File: src/rtl/led_view_sched.sv
`default_nettype none
// ============================================================================
// Module   : led_view_sched
// Brief    : Debounced key selection of ax/bx/cx/dx with manual hold or
//            auto-scan, nibble-multiplexed onto a 4-LED display.
// Revision : 1.0
// ============================================================================
module led_view_sched #(
    parameter int DEB_CYCLES   = 4,
    parameter int DWELL_CYCLES = 8
) (
    input  logic       clk,
    input  logic       rst,
    input  logic [3:0] key_in,
    input  logic [7:0] ax,
    input  logic [7:0] bx,
    input  logic [7:0] cx,
    input  logic [7:0] dx,
    output logic [3:0] led_out,
    output logic [1:0] sel,
    output logic       nib_hi,
    output logic       auto_mode
);

    localparam int                 c_deb_w   = (DEB_CYCLES > 1) ? $clog2(DEB_CYCLES) : 1;
    localparam logic [c_deb_w-1:0] c_deb_max = c_deb_w'(DEB_CYCLES - 1);
    localparam int                 c_dw_w    = $clog2(DWELL_CYCLES);
    localparam logic [c_dw_w-1:0]  c_dw_max  = c_dw_w'(DWELL_CYCLES - 1);

    localparam logic [0:0] c_st_manual = 1'b0;
    localparam logic [0:0] c_st_auto   = 1'b1;

    logic [3:0]        r_sync1;
    logic [3:0]        r_sync2;
    logic [3:0]        w_deb;
    logic [3:0]        r_deb_d;
    logic [3:0]        w_press;
    logic              w_hit;
    logic [1:0]        w_key;

    logic [0:0]        r_state;
    logic [0:0]        w_state_nxt;
    logic [1:0]        r_sel;
    logic [1:0]        w_sel_nxt;
    logic              r_nib;
    logic              w_nib_nxt;
    logic [c_dw_w-1:0] r_dwell;
    logic [c_dw_w-1:0] w_dwell_nxt;
    logic              w_term;
    logic [7:0]        w_reg;
    logic [3:0]        r_led;

    always_ff @(posedge clk) begin
        if (rst) begin
            r_sync1 <= '1;
            r_sync2 <= '1;
            r_deb_d <= '1;
        end else begin
            r_sync1 <= key_in;
            r_sync2 <= r_sync1;
            r_deb_d <= w_deb;
        end
    end

    // A level change is accepted only after DEB_CYCLES consecutive mismatches.
    generate
        for (genvar k = 0; k < 4; k++) begin : g_deb
            logic [c_deb_w-1:0] r_cnt;
            logic               r_lvl;

            always_ff @(posedge clk) begin
                if (rst) begin
                    r_cnt <= '0;
                    r_lvl <= 1'b1;
                end else if (r_sync2[k] != r_lvl) begin
                    if (r_cnt == c_deb_max) begin
                        r_lvl <= r_sync2[k];
                        r_cnt <= '0;
                    end else begin
                        r_cnt <= r_cnt + 1'b1;
                    end
                end else begin
                    r_cnt <= '0;
                end
            end

            assign w_deb[k] = r_lvl;
        end
    endgenerate

    assign w_press = r_deb_d & ~w_deb;

    always_comb begin
        w_hit = 1'b0;
        w_key = 2'd0;
        for (int i = 3; i >= 0; i--) begin
            if (w_press[i]) begin
                w_hit = 1'b1;
                w_key = 2'(i);
            end
        end
    end

    assign w_term = (r_dwell == c_dw_max);

    always_comb begin
        case (r_sel)
            2'd0:    w_reg = ax;
            2'd1:    w_reg = bx;
            2'd2:    w_reg = cx;
            default: w_reg = dx;
        endcase
    end

    always_ff @(posedge clk) begin
        if (rst) begin
            r_state <= c_st_manual;
            r_sel   <= 2'd0;
            r_nib   <= 1'b0;
            r_dwell <= '0;
            r_led   <= 4'h0;
        end else begin
            r_state <= w_state_nxt;
            r_sel   <= w_sel_nxt;
            r_nib   <= w_nib_nxt;
            r_dwell <= w_dwell_nxt;
            r_led   <= r_nib ? w_reg[7:4] : w_reg[3:0];
        end
    end

    // A key press restarts the dwell phase and beats a coincident terminal count.
    always_comb begin
        w_state_nxt = r_state;
        w_sel_nxt   = r_sel;
        w_nib_nxt   = r_nib;
        w_dwell_nxt = r_dwell + 1'b1;
        if (w_hit) begin
            w_nib_nxt   = 1'b0;
            w_dwell_nxt = '0;
            if (r_state == c_st_manual) begin
                if (w_key == r_sel) begin
                    w_state_nxt = c_st_auto;
                end else begin
                    w_sel_nxt = w_key;
                end
            end else begin
                w_state_nxt = c_st_manual;
                w_sel_nxt   = w_key;
            end
        end else if (w_term) begin
            w_dwell_nxt = '0;
            w_nib_nxt   = ~r_nib;
            if ((r_state == c_st_auto) && r_nib) begin
                w_sel_nxt = r_sel + 2'd1;
            end
        end
    end

    always_comb begin
        auto_mode = (r_state == c_st_auto);
        sel       = r_sel;
        nib_hi    = r_nib;
        led_out   = r_led;
    end

endmodule
`default_nettype wire
File: config.mk
export PLATFORM = sky130hd
export DESIGN_NAME = led_view_sched
export DESIGN_NICKNAME = d
export VERILOG_FILES = /design/src/rtl/led_view_sched.sv
export SDC_FILE = /design/constraint.sdc
export NUM_CORES = 1
export LEC_CHECK = 0
export CAP_MARGIN = 20
export CORE_UTILIZATION = 49
export DETAILED_ROUTE_END_ITERATION = 6
export PLACE_DENSITY = 0.83
export SYNTH_ARGS = -nofsm -noshare
export SYNTH_HDL_FRONTEND = slang
export SYNTH_SLANG_ARGS = --single-unit
File: constraint.sdc
create_clock -name clk -period 3.8 [get_ports clk]
set_input_delay 0.95 -clock clk [delete_from_list [all_inputs] [get_ports clk]]
set_output_delay 0.95 -clock clk [all_outputs]
set_load 0.005 [all_outputs]
Word level (Yosys, flattened, before mapping)
Cells that the tools add are included.
- latch bits: 0
- memories kept: 0
- register bits after elaboration: 35
- word-level logic and storage cells: 74
- RAM bits: 0
- bits in read-only memories: 0
- muxes and demuxes: 17
- bitwise gates (word level): 7
- shifts and indexed selects: 0
- equality and inequality tests: 13
- $lt $le $gt $ge: 0
- div/mod/pow operators: 0
- $add $sub $neg: 6
- $mul: 0
- reduce and logical (&&, ||, !) cells: 15
- operators by type and width (operator ; count):
    8-bit one-hot mux with 3 select lines ; 1
    2-bit 2-to-1 mux ; 9
    3-bit OR reduction ; 5
    2-bit by 1-bit adder with 2-bit output, second input constant ; 5
    2-bit equality test, second input constant ; 5
    2-bit AND reduction ; 4
    1-bit 2-to-1 mux ; 6
    1-bit inverter ; 5
    4-bit AND ; 1
    4-bit 2-to-1 mux ; 1
    1-bit inequality test ; 4
    4-bit inverter ; 1
    2-bit nonzero test ; 2
    3-bit by 1-bit adder with 3-bit output, second input constant ; 1
    3-bit equality test, second input constant ; 1
    3-bit inequality test, second input constant ; 1
    3-bit AND reduction ; 1
    2-bit by 1-bit equality test with 1-bit output, second input constant ; 1
    2-bit equality test ; 1
    2-bit zero test ; 1
    2-bit OR reduction ; 1
    1-bit logical AND ; 1

Logic depth before layout (Yosys ltp)
Gate-level depths: netlist (run 1).
- depth in word-level cells: 10
- depth in mapped cells: 6

Least setup slack after synthesis (run 1)
Ideal clock, no wire load.
- path kind: input-to-reg
- start point: input port bx[4]
- end point: register r_led[0], in the netlist led_out[0]
- arrival time: 1535 ps
- path buffers: 0
- setup slack: 2139 ps
- cell stages on the path: 3
- cell sequence: a222oi_1 mux4_2 nor2_1
- longest elaborated chain between the ends: 2
- RTL lines (item ; line ; RTL):
    start: declaration ; 16 ; input logic [7:0] bx,
    8-bit one-hot mux with 3 select lines ; 107 ; case (r_sel)
    4-bit 2-to-1 mux ; 127 ; r_led <= r_nib ? w_reg[7:4] : w_reg[3:0];
    end signal: assignment ; 127 ;
    end: declaration ; 51 ; logic [3:0] r_led;
Every way passes these cells.
A chain may end at the register's enable or synchronous reset.

Worst setup path in the final report (run 1)
- start point: register r_nib, in the netlist nib_hi
- end point: output port nib_hi
- RTL lines (item ; line ; RTL):
    start: declaration ; 45 ; logic r_nib;
    start signal: assignment ; 125 ; r_nib <= w_nib_nxt;
    end: declaration ; 21 ; output logic nib_hi,
No word-level cell between the ends.

==> run_results.csv, run 1 <==
group,metric,value,unit
run_status,status,"finished with violations",
run_status,violations,"design-rule violations",
final_layout,final_common_cell,"clkdlybuf4s50_1",
setup_path,critical_path.max_fanout,7,
global_routing,grt_pass1_wl,5.444,mm
global_routing,antenna_found_initial,0,
sta,fin_crit,2.419,ns
floorplanning,die_area,3329,um2
sta,setup_slack,1.381,ns
synth,synthAdderAreaFrac,8.230,%
setup_path,crit_type,"flop to output port",
placed_design,place_congestion,0.8424,
global_routing,track_usage,21.53,%
drt,wl_per_cell,13.90,um
drt,drt-vias-per-instance,5.419,
sta,maxSlewViolCount,0,
clock_tree,post_cts_resized,0,
drt,drt-total-wl,3.184,mm
synth,synth_xor_area_share,2.881,%
setup_path,cp_top_family,"buffers and inverters",
drt,ant_nets,0,
final_layout,most-common-layout-cells,"45 x clkdlybuf4s50_1, 35 x dfxtp_1, 15 x nor2_1",
synth,yosys.area_share.simple,17.86,%
setup_path,path_cells,"clkdlybuf4s50_1",
clock_tree,cts.sinks,35,
worst_hold_path,hp-class,"flop to flop",
setup_path,cp-start-kind,"flop",
setup_path,cp.required,2.85,ns
clock_tree,post-cts-setup-buffer-count,0,
synth,synthArstFlopShare,0,%
floorplanning,die_x,57.70,um
clock_tree,root_buffer,"clkbuf_4",
drt,drtIter0Drc,78,
setup_path,max_stage_delay,0.59,ns
synth,ys_ff_latch,35,
floorplanning,row_count,19,
power_and_ir_drop,vdd_ir_drop_max,0.2319,mV
final_layout,final_nets,245,
setup_path,cp_data_arrival_time,1.47,ns
setup_path,crit_path_end_kind,"output port",
placed_design,dp_cells,221,
clock_tree,ctsHtreeMaxLevel,2,
synth,synth_top_family_by_area,"simple AND/OR/NAND/NOR gates",
clock_tree,cts-hold-fix-buffers,0,
synth,muxShareOfSynthArea,9.218,%
placed_design,dpl_cell_area,1987,um2
final_layout,finalInstanceArea,2037,um2
placed_design,port_buffers,45,
drt,drt-met1-wl,1.308,mm
floorplanning,ios,46,
final_layout,diodes,0,
setup_path,critical_path_buf_inv_count,1,
clock_tree,cts_buffer_depth,2,
sta,post-route-period-util,63.66,%
synth,netlist_area,1520,um2
synth,yosys_warnings,0,
drt,wl_met2,1.672,mm
power_and_ir_drop,p_per_area,310.0,nW/um2
synth,syn_nets,199,
final_layout,syn2layout_area_growth,33.99,%
floorplanning,dieHeight,57.70,um
global_routing,overflow,0,
power_and_ir_drop,fin_total_pwr,0.0006315,W
sta,slew-limit-headroom,51.43,%
drt,vias,1241,
final_layout,instances_no_fill,229,
sta,skew,0.004200,ns
drt,drc,2,
sta,setup_tns,0,ns
placed_design,hpwl,2.574,mm
sta,setup_viol_count_final,0,
synth,synth-edff-count,0,
global_routing,grt_pass1_vias,1298,
sta,fmax,413.4,MHz
synth,ys_seq_area_share,46.09,%
clock_tree,cts_tree,"built",
sta,worst_pin_slew,0.7262,ns
setup_path,crit_slowest_cell,"clkdlybuf4s50_1",
sta,finalHoldViolCount,0,
run,maxCapViolCount,0,
sta,rsz0062_at_grt,"false",
setup_path,r2r_setup_slack,2.03,ns
drt,first_pass_iters,6,
drt,top_layer_used,"met4",
synth,synth_compound_area_share,10.04,%
floorplanning,initial_core_util,53.29,%
floorplanning,core_area,2853,um2
synth,synth-main-ff-cell,"dfxtp_1",
power_and_ir_drop,leakagePower,0.8365,nW
synth,synth.avg_cell_area,10.07,um2
clock_tree,insertion_delay,0.32,ns
synth,yosysUniqueCellTypes,30,
clock_tree,path_clk_slew,0.09,ns
final_layout,drive_above_1_share,6.566,%
global_routing,grt_max_degree,25,
drt,wl_met3,159,um
clock_tree,cts_buffers,5,
synth,synthesis.instances,151,
placed_design,dp_slack,1.351,ns
==> stage by stage <==
| step | util [%] | hold slack (ns) |
|---|---|---|
| finish | 71.40 | 0.4172 |
| global route | 71.40 | 0.4377 |
| CTS | 71.40 | 0.4211 |
| detailed placement | 69.65 | 0.3885 |
| global placement | 69.65 | 0.3911 |
| floorplan | - | 0.3832 |
==> area by class of cell <==
class	instances	area (um2)
clock buffers	7	45.04
clock inverters	1	5.005
fillers	218	815.8
inverters	17	63.81
multi-input cells	93	733.2
flip-flops and latches	35	700.7
well taps	31	38.79
repair buffers	45	450.4
==> Yosys cell counts, types with 2 or more instances <==
cell	count	area (um2)
dfxtp_1	35	700.7
nor2_1	15	56.30
mux4_2	4	90.09
ha_1	10	125.1
a31oi_1	2	12.51
o21ai_0	2	10.01
nor3_1	2	10.01
mux2i_1	5	50.05
inv_1	12	45.04
nand2_1	8	30.03
xnor2_1	5	43.79
or3_1	5	31.28
o211ai_1	2	15.01
clkbuf_1	6	22.52
or2_1	11	68.82
a222oi_1	8	80.08
nand2b_1	2	12.51
clkinv_1	4	15.01
and2_1	2	12.51
==> final timing paths <==
kind,endpoint,cells past startpoint,startpoint
setup / recovery,nib_hi,1,nib_hi
hold / removal,r_sync2[3],1,r_sync1[3]
setup reg to reg,led_out[3],5,sel[0]
hold reg to reg,r_sync2[3],1,r_sync1[3]
==> layer usage <==
layer | track usage [%] | vias up
met5 | 0 | -
li1 | - | 615
met1 | 23.50 | 582
met2 | 39.87 | 38
met4 | 8.844 | 0
met3 | 5.134 | 6
==> report_power, final <==
group	total, W	internal [W]	switching (W)
logic	0.0000700	0.0000501	0.0000199
clock network	0.000180	0.0000721	0.000108
registers	0.000381	0.000377	0.00000413
total	0.000632	0.000499	0.000132
==> state kept, by name (all words and copies together), names as in the netlist <==
signal       cells
g_deb.r_cnt      8
g_deb.r_lvl      4
led_out          4
r_deb_d          4
r_sync1          4
r_sync2          4
r_dwell          3
sel              2
auto_mode        1
nib_hi           1
==> cell families after synthesis <==
kind of cell    Yosys count
buf+inv                  23
compound gates           18
xor+xnor                  5
mux                       9
simple gates             51
fa+ha+maj                10
flops                    35
Power figures use the tool's default switching activity.
==> inputs of run 2 (changes only) <==
--- a/config.mk
+++ b/config.mk
@@ -6,9 +6,9 @@
 export NUM_CORES = 1
 export LEC_CHECK = 0
 export CAP_MARGIN = 20
-export CORE_UTILIZATION = 49
+export CORE_UTILIZATION = 41
 export DETAILED_ROUTE_END_ITERATION = 6
-export PLACE_DENSITY = 0.83
+export PLACE_DENSITY = 0.74
 export SYNTH_ARGS = -nofsm -noshare
 export SYNTH_HDL_FRONTEND = slang
 export SYNTH_SLANG_ARGS = --single-unit
==> constraint.sdc (replaced) <==
create_clock -name clk -period 2 [get_ports clk]
set_input_delay 0.5 -clock clk [delete_from_list [all_inputs] [get_ports clk]]
set_output_delay 0.5 -clock clk [all_outputs]
set_load 0.005 [all_outputs]
==> run 2 against run 1 <==
The flow now finishes without violations. Clock power grew to 2.7 times the previous value. Sequential power increased by 90%. First-iteration DRC count decreased by 3.8%. Sequential cell count unchanged. Non-clock buffer count increased by 3. Global-route usage decreased by 3.1 points. Critical path type unchanged. Largest power group unchanged. Total power up 110%. Highest routed layer unchanged. Final area rose by 3.9%. Final cell count up 7.4%. Critical endpoint is now sel[0]. Routed wire length down 0.44%. Sequential share of layout area fell by 1.3 points.
==> run_results.csv, run 2 (synthesized netlist as in run 1, its figures left out) <==
group,metric,value,unit
sta,worst_pin_slew,0.4757,ns
power_and_ir_drop,p_per_area,641.0,nW/um2
placed_design,place_congestion,0.8019,
power_and_ir_drop,fin_total_pwr,0.001356,W
drt,first_pass_iters,4,
clock_tree,post_cts_resized,0,
clock_tree,root_buffer,"clkbuf_8",
drt,vias,1228,
setup_path,path_cells,"clkdlybuf4s50_1",
placed_design,port_buffers,45,
sta,setup_viol_count_final,0,
run_status,status,"complete, no violations",
clock_tree,insertion_delay,0.28,ns
setup_path,crit_slowest_cell,"clkdlybuf4s50_1",
drt,drt-total-wl,3.170,mm
floorplanning,dieHeight,62.89,um
final_layout,drive_above_1_share,8.500,%
sta,slew-limit-headroom,68.19,%
worst_hold_path,hold_start,"r_sync1[0]",
global_routing,track_usage,18.46,%
sta,maxSlewViolCount,0,
global_routing,grt_pass1_wl,5.589,mm
setup_path,crit_type,"flop to output port",
sta,setup_tns,0,ns
sta,skew,0.004314,ns
drt,wl_met3,141,um
floorplanning,initial_core_util,44.17,%
floorplanning,die_x,62.89,um
global_routing,grt_max_degree,15,
setup_path,r2r_setup_slack,0.28,ns
setup_path,crit_path_end_kind,"output port",
sta,fmax,557.7,MHz
sta,finalHoldViolCount,0,
global_routing,overflow,0,
clock_tree,cts_buffer_depth,2,
clock_tree,cts_buffers,5,
drt,drt-met1-wl,1.348,mm
setup_path,critical_path.max_fanout,8,
floorplanning,die_area,3955,um2
clock_tree,cts-hold-fix-buffers,0,
setup_path,max_stage_delay,0.56,ns
setup_path,worstRegToRegCells,5,
final_layout,final_nets,248,
clock_tree,post-cts-setup-buffer-count,0,
floorplanning,ios,46,
power_and_ir_drop,leakagePower,0.8693,nW
final_layout,diodes,0,
drt,drt-vias-per-instance,4.992,
drt,drtIter0Drc,75,
setup_path,r2r_end,"led_out[2]",
setup_path,cp_top_family,"buffers and inverters",
drt,drc,0,
power_and_ir_drop,vdd_ir_drop_max,0.3777,mV
setup_path,cp_data_arrival_time,1.29,ns
clock_tree,cts.sinks,35,
drt,wl_per_cell,12.89,um
setup_path,cp.required,1.50,ns
final_layout,most-common-layout-cells,"45 x clkdlybuf4s50_1, 35 x dfxtp_1, 15 x nor2_1",
run,maxCapViolCount,0,
final_layout,finalInstanceArea,2116,um2
drt,ant_nets,0,
setup_path,cp-start-kind,"flop",
final_layout,regMostFlops,"g_deb.r_cnt",
final_layout,largest_register_ffs,8,
floorplanning,core_area,3442,um2
sta,post-route-period-util,89.66,%
clock_tree,cts_tree,"built",
placed_design,dpl_cell_area,2028,um2
worst_hold_path,min_to,"r_sync2[0]",
global_routing,antenna_found_initial,0,
floorplanning,row_count,21,
final_layout,final_common_cell,"clkdlybuf4s50_1",
sta,fin_crit,1.793,ns
final_layout,multi_input_area,733.2,um2
setup_path,reg2reg_from,"sel[1]",
global_routing,grt_pass1_vias,1266,
clock_tree,path_clk_slew,0.06,ns
setup_path,critical_path_buf_inv_count,1,
clock_tree,ctsHtreeMaxLevel,2,
final_layout,fillers,288,
drt,wl_met2,1.591,mm
final_layout,ff_latch_area,700.7,um2
final_layout,syn2layout_area_growth,39.18,%
sta,rsz0062_at_grt,"false",
drt,top_layer_used,"met4",
placed_design,hpwl,2.544,mm
worst_hold_path,hp-class,"flop to flop",
worst_hold_path,min_path_cells,1,
==> run 2: cell types whose count changed in the layout (fill, tap and decap cells not counted) <==
| cell | delta |
|---|---|
| buf_4 | +3 |
| clkbuf_1 | -2 |
| clkbuf_4 | -5 |
| clkbuf_8 | +6 |
==> run 2: report_power, final <==
| part | switching, W | total (W) | internal, W |
|---|---|---|---|
| Combinational | 0.0000390 | 0.000137 | 0.0000976 |
| Sequential | 0.00000765 | 0.000725 | 0.000718 |
| Clock | 0.000225 | 0.000494 | 0.000269 |
| Total | 0.000272 | 0.00136 | 0.00108 |
==> run 2: worst max path at each step <==
| stage | slack [ns] | cells past startpoint | endpoint | startpoint |
|---|---|---|---|---|
| floorplan | 0.45 | 6 | led_out[3] | sel[0] |
| global placement | 0.21 | 3 | g_deb[3].r_cnt[0] | rst |
| finish | 0.21 | 1 | sel[0] | sel[0] |
| detailed placement | 0.16 | 3 | g_deb[1].r_cnt[0] | rst |
| global route | 0.15 | 1 | sel[0] | sel[0] |
| CTS | 0.20 | 1 | sel[0] | sel[0] |
==> run 2: final cells by class <==
class	count	area share (%)
clock inverter	1	0.2365
timing repair buffer	48	22.35
clock buffer	6	3.903
inverter	17	3.016
sequential	35	33.12
multi-input combinational	93	34.65
tap	46	2.720
==> run 2: stage by stage <==
step	util, %	worst slack, ns	hold WS, ns	cells
after floorplan	-	0.4454	0.3832	151
after global placement	58.92	0.2125	0.3878	239
after detailed placement	58.92	0.1632	0.3926	239
after CTS	61.47	0.1972	0.4115	246
after global routing	61.47	0.1460	0.4201	246
final	61.47	0.2069	0.4076	246
==> run 2: per-layer routing <==
| metal | vias to the layer above | GRT usage (%) |
|---|---|---|
| met5 | - | 0 |
| met2 | 29 | 30.78 |
| met1 | 567 | 20.41 |
| li1 | 622 | - |
| met3 | 10 | 6.204 |
| met4 | 0 | 10.17 |
==> inputs of run 3 (changes only) <==
--- a/config.mk
+++ b/config.mk
@@ -6,9 +6,12 @@
 export NUM_CORES = 1
 export LEC_CHECK = 0
 export CAP_MARGIN = 20
-export CORE_UTILIZATION = 41
+export CELL_PAD_IN_SITES_DETAIL_PLACEMENT = 0
+export CELL_PAD_IN_SITES_GLOBAL_PLACEMENT = 1
+export CORE_UTILIZATION = 31
 export DETAILED_ROUTE_END_ITERATION = 6
-export PLACE_DENSITY = 0.74
+export GPL_TIMING_DRIVEN = 0
+export PLACE_DENSITY_LB_ADDON = 0.1
 export SYNTH_ARGS = -nofsm -noshare
 export SYNTH_HDL_FRONTEND = slang
 export SYNTH_SLANG_ARGS = --single-unit
==> run 3 against run 2 <==
Die area grew 31%. Final area grew 1.1%. Clock power is 1% lower. Final cell count rose by 10%. Core utilization down 16 points. Sequential power about the same. Critical path type unchanged. Maximum frequency is 0.20% lower. Sequential cell count unchanged. Critical endpoint unchanged. Combinational power decreased by 3%. First-iteration DRC count fell by 5.3%.
==> run_results.csv, run 3 (synthesized netlist as in run 1, its figures left out) <==
group,metric,value,unit
drt,drt-vias-per-instance,4.598,
placed_design,port_buffers,45,
floorplanning,initial_core_util,32.19,%
run_status,status,"complete, no violations",
worst_hold_path,hp-class,"flop to flop",
worst_hold_path,min_path_cells,1,
run,maxCapViolCount,0,
global_routing,use_met2,20.02,%
sta,rsz0062_at_grt,"false",
drt,ant_nets,0,
final_layout,syn2layout_area_growth,40.74,%
global_routing,grtUsageMet3,5.139,%
setup_path,max_stage_delay,0.56,ns
sta,maxSlewViolCount,0,
drt,wl_per_cell,11.92,um
worst_hold_path,min_to,"r_sync2[1]",
placed_design,hpwl,2.466,mm
clock_tree,post-cts-setup-buffer-count,0,
floorplanning,die_area,5188,um2
drt,vias,1246,
sta,slew-limit-headroom,69.19,%
setup_path,crit_path_end_kind,"output port",
setup_path,cp_top_family,"buffers and inverters",
clock_tree,root_buffer,"clkbuf_8",
setup_path,reg2reg_from,"sel[0]",
placed_design,dpl_cell_area,2054,um2
setup_path,cp_data_arrival_time,1.30,ns
final_layout,largest_register_ffs,8,
final_layout,most-common-layout-cells,"45 x clkdlybuf4s50_1, 35 x dfxtp_1, 15 x nor2_1",
final_layout,final_common_cell,"clkdlybuf4s50_1",
setup_path,crit_type,"flop to output port",
clock_tree,cts_tree,"built",
drt,drtIter0Drc,71,
clock_tree,insertion_delay,0.28,ns
power_and_ir_drop,leakagePower,0.8555,nW
setup_path,path_cells,"clkdlybuf4s50_1",
clock_tree,ctsHtreeMaxLevel,2,
global_routing,grt_busiest_layer,"met2",
sta,finalHoldViolCount,0,
final_layout,drive_above_1_share,6.863,%
floorplanning,core_area,4723,um2
clock_tree,post_cts_resized,0,
sta,post-route-period-util,89.84,%
sta,skew,0.003733,ns
global_routing,grt_max_degree,12,
setup_path,critical_path_buf_inv_count,1,
sta,hold_slack,0.4025,ns
setup_path,cp.required,1.50,ns
setup_path,critical_path.max_fanout,8,
clock_tree,cts.sinks,35,
power_and_ir_drop,vdd_ir_drop_max,0.3357,mV
placed_design,place_congestion,0.7818,
drt,drt-total-wl,3.231,mm
drt,first_pass_iters,5,
setup_path,cp-startpoint,"sel[0]",
setup_path,worstRegToRegCells,6,
sta,worst_pin_slew,0.4622,ns
power_and_ir_drop,p_per_area,628.9,nW/um2
sta,fmax,556.6,MHz
global_routing,overflow,0,
global_routing,met1_usage,15.21,%
floorplanning,dieHeight,72.03,um
sta,fin_crit,1.797,ns
clock_tree,cts_buffer_depth,2,
clock_tree,cts-hold-fix-buffers,0,
final_layout,diodes,0,
floorplanning,die_x,72.03,um
drt,drc,0,
sta,setup_viol_count_final,0,
floorplanning,row_count,25,
global_routing,grt_pass1_vias,1127,
final_layout,regMostFlops,"g_deb.r_cnt",
global_routing,grt_pass1_wl,4.995,mm
setup_path,cp-start-kind,"flop",
clock_tree,path_clk_slew,0.07,ns
final_layout,fillers,445,
clock_tree,cts_buffers,5,
setup_path,r2r_setup_slack,0.23,ns
final_layout,finalInstanceArea,2140,um2
global_routing,antenna_found_initial,0,
setup_path,crit_slowest_cell,"clkdlybuf4s50_1",
worst_hold_path,hold_start,"r_sync1[1]",
floorplanning,ios,46,
setup_path,r2r_end,"led_out[2]",
global_routing,track_usage,12.66,%
final_layout,multi_input_area,733.2,um2
final_layout,ff_latch_area,700.7,um2
final_layout,final_nets,251,
-- run 3: changes by cell type in the layout (fill, tap and decap cells not counted) --
cell / change
clkbuf_1: +7
buf_4: -3
clkbuf_8: -1
clkinvlp_4: +1
-- run 3: worst max-delay path by stage --
stage / cells after the start / endpoint / slack, ns
finish: 1 / sel[0] / 0.20
global placement: 5 / sel[1] / 0.007
floorplan: 6 / led_out[3] / 0.45
CTS: 1 / sel[0] / 0.18
detailed placement: 5 / sel[1] / -0.006
global route: 5 / led_out[1] / 0.03
-- run 3: stage by stage --
stage	utilization [%]	std cells	total power (W)	TNS [ns]	setup slack [ns]
5_1_grt	45.30	271	0.001426	0	0.02638
6_report	45.30	271	0.001346	0	0.2033
4_1_cts	45.30	271	0.001375	0	0.1789
2_1_floorplan	-	151	0.0007806	0	0.4454
3_5_place_dp	43.50	263	0.0008755	-0.006054	-0.006054
3_3_place_gp	43.50	263	0.0008719	0	0.007485
-- run 3: area by class of cell --
type	count	share of cell area (%)
multi-input combinational	93	34.27
sequential	35	32.75
timing repair buffer	45	21.05
tap	67	3.918
clock buffer	6	3.392
inverter	17	2.982
buffer	6	1.053
clock inverter	2	0.5848
-- run 3: layer usage --
layer	vias to the layer above	wire length (um)
met2	44	1451
met3	6	266
met5	-	0
li1	624	-
met1	572	1472
met4	0	40
-- run 3: power by group --
part           internal [W]  switching, W  leakage (nW)
combinational     0.0000955     0.0000376         0.528
clock              0.000243      0.000245        0.0412
sequential         0.000717    0.00000744         0.286
==> variant, RTL diff (flow settings as in run 2) <==
`DEB_CYCLES`: 4 -> 8.
--- a/src/rtl/led_view_sched.sv
+++ b/src/rtl/led_view_sched.sv
@@ -6,7 +6,7 @@
 // Revision : 1.0
 // ============================================================================
 module led_view_sched #(
-    parameter int DEB_CYCLES   = 4,
+    parameter int DEB_CYCLES   = 8,
     parameter int DWELL_CYCLES = 8
 ) (
     input  logic       clk,
Behaviour: not the same (Yosys sat finds a counterexample within 10 cycles, from zero or initial values and one cycle with rst high).
==> variant against run 2 <==
  * Design area increased by 7.8%
  * Clock power increased by 16%
  * Total power increased by 12%
  * Sequential cell count increased by 4
  * Worst setup slack got worse by 0.045 ns
  * Area after synthesis increased by 10%
  * Worst hold slack got worse by 0.0031 ns
  * Wire length increased by 7.2%
  * Maximum frequency decreased by 2.5%
  * Critical path type unchanged
  * Largest cell class unchanged
  * Largest power group unchanged
  * Highest routed layer unchanged
==> variant: results <==
group,metric,value,unit
status,status,"completed",
route,post_drt_wl_per_cell,13.2,um
logic_synthesis,synth_top_cells_by_count,"sky130_fd_sc_hd__dfxtp_1, sky130_fd_sc_hd__ha_1, sky130_fd_sc_hd__inv_1",
timing,clock_tree_skew_after_final_layout,0.00182,ns
clock_tree,clk_transition_reported_paths,0.07,ns
route,num_vias,1302,
grt,first_global_vias,1217,
placed_design,globalplace.congestion,0.759,
logic_synthesis,yosys-top-cells-area,"sky130_fd_sc_hd__dfxtp_1, sky130_fd_sc_hd__ha_1, sky130_fd_sc_hd__mux4_2",
grt,grt_first_pass_wirelength,5380,um
finish,largest_reg_flops,12,
power,ir_worst_vdd,552,uV
logic_synthesis,postSynthNetCount,212,
finish,fin_nets,260,
finish,multi_input_comb_area,818,um^2
setup_path,timing.critical_path.arrival,1.34,ns
finish,filler_cell_count_in_the_final_layout,312,
grt,grt_usage,0.168,
finish,layout-drive-gt1-share,0.0813,
logic_synthesis,synth-seq-area-share,0.466,
placed_design,hpwl,2520,um
setup_path,reg2reg_to,"led_out[1]$_SDFF_PP0_",
grt,gr_util_met1,0.178,
placed_design,dp_slack,0.266,ns
timing,timing_worst_slew_pin_value,0.379,ns
grt,grt_use_met3,0.0638,
grt,grtUsageMet2,0.291,
[variant: cell count changes after synthesis, sizes merged]
| cell | run 2 | this run |
|---|---|---|
| dfxtp | 35 | 39 |
| buf | 0 | 1 |
| nor2 | 15 | 7 |
| ha | 10 | 14 |
| nor4 | 1 | 5 |
| or3 | 5 | 1 |
| and2 | 2 | 10 |
| clkinv | 4 | 0 |
| nor3 | 2 | 6 |
[variant: cells by family (layout without fill, tap and decap cells)]
group	Yosys count	after routing	synth area share
compound gates	18	18	0.0912
xor+xnor	5	5	0.0262
fa+ha+maj	14	14	0.105
buf+inv	20	69	0.0448
flops	39	39	0.466
mux	9	9	0.0837
simple gates	55	55	0.183
[variant: stage by stage]
step | hold WS (ns) | std cells
after floorplan | 0.383 | 160
after global placement | 0.387 | 249
after detailed placement | 0.392 | 249
after CTS | 0.409 | 257
after global routing | 0.418 | 257
final | 0.404 | 257
[variant: report_power, final]
group / leakage [nW] / switching [mW] / internal, mW
clock: 0.0515 / 0.261 / 0.314
combinational: 0.597 / 0.0392 / 0.0968
sequential: 0.319 / 0.00767 / 0.796
total: 0.967 / 0.308 / 1.21
[variant: routing by layer]
layer,part of all wire,routed length (um),up-vias
li1,-,-,659
met4,0.015,51,0
met2,0.47,1600,42
met5,0,0,-
met3,0.078,265,7
met1,0.44,1480,594
[variant: cell type report]
cell class / count / share of cell area
Sequential cell: 39 / 0.342
Multi-Input combinational cell: 101 / 0.359
Tap cell: 48 / 0.0263
Clock buffer: 8 / 0.0439
Inverter: 13 / 0.0214
Timing Repair Buffer: 48 / 0.207
[variant: worst max-delay path by stage]
stage                                 end  slack (ns)
floorplan           led_out[0]$_SDFF_PP0_        0.42
global placement    led_out[1]$_SDFF_PP0_        0.31
detailed placement  led_out[1]$_SDFF_PP0_        0.27
CTS                                sel[0]        0.16
global route                       sel[0]         0.1
finish                             sel[0]        0.16
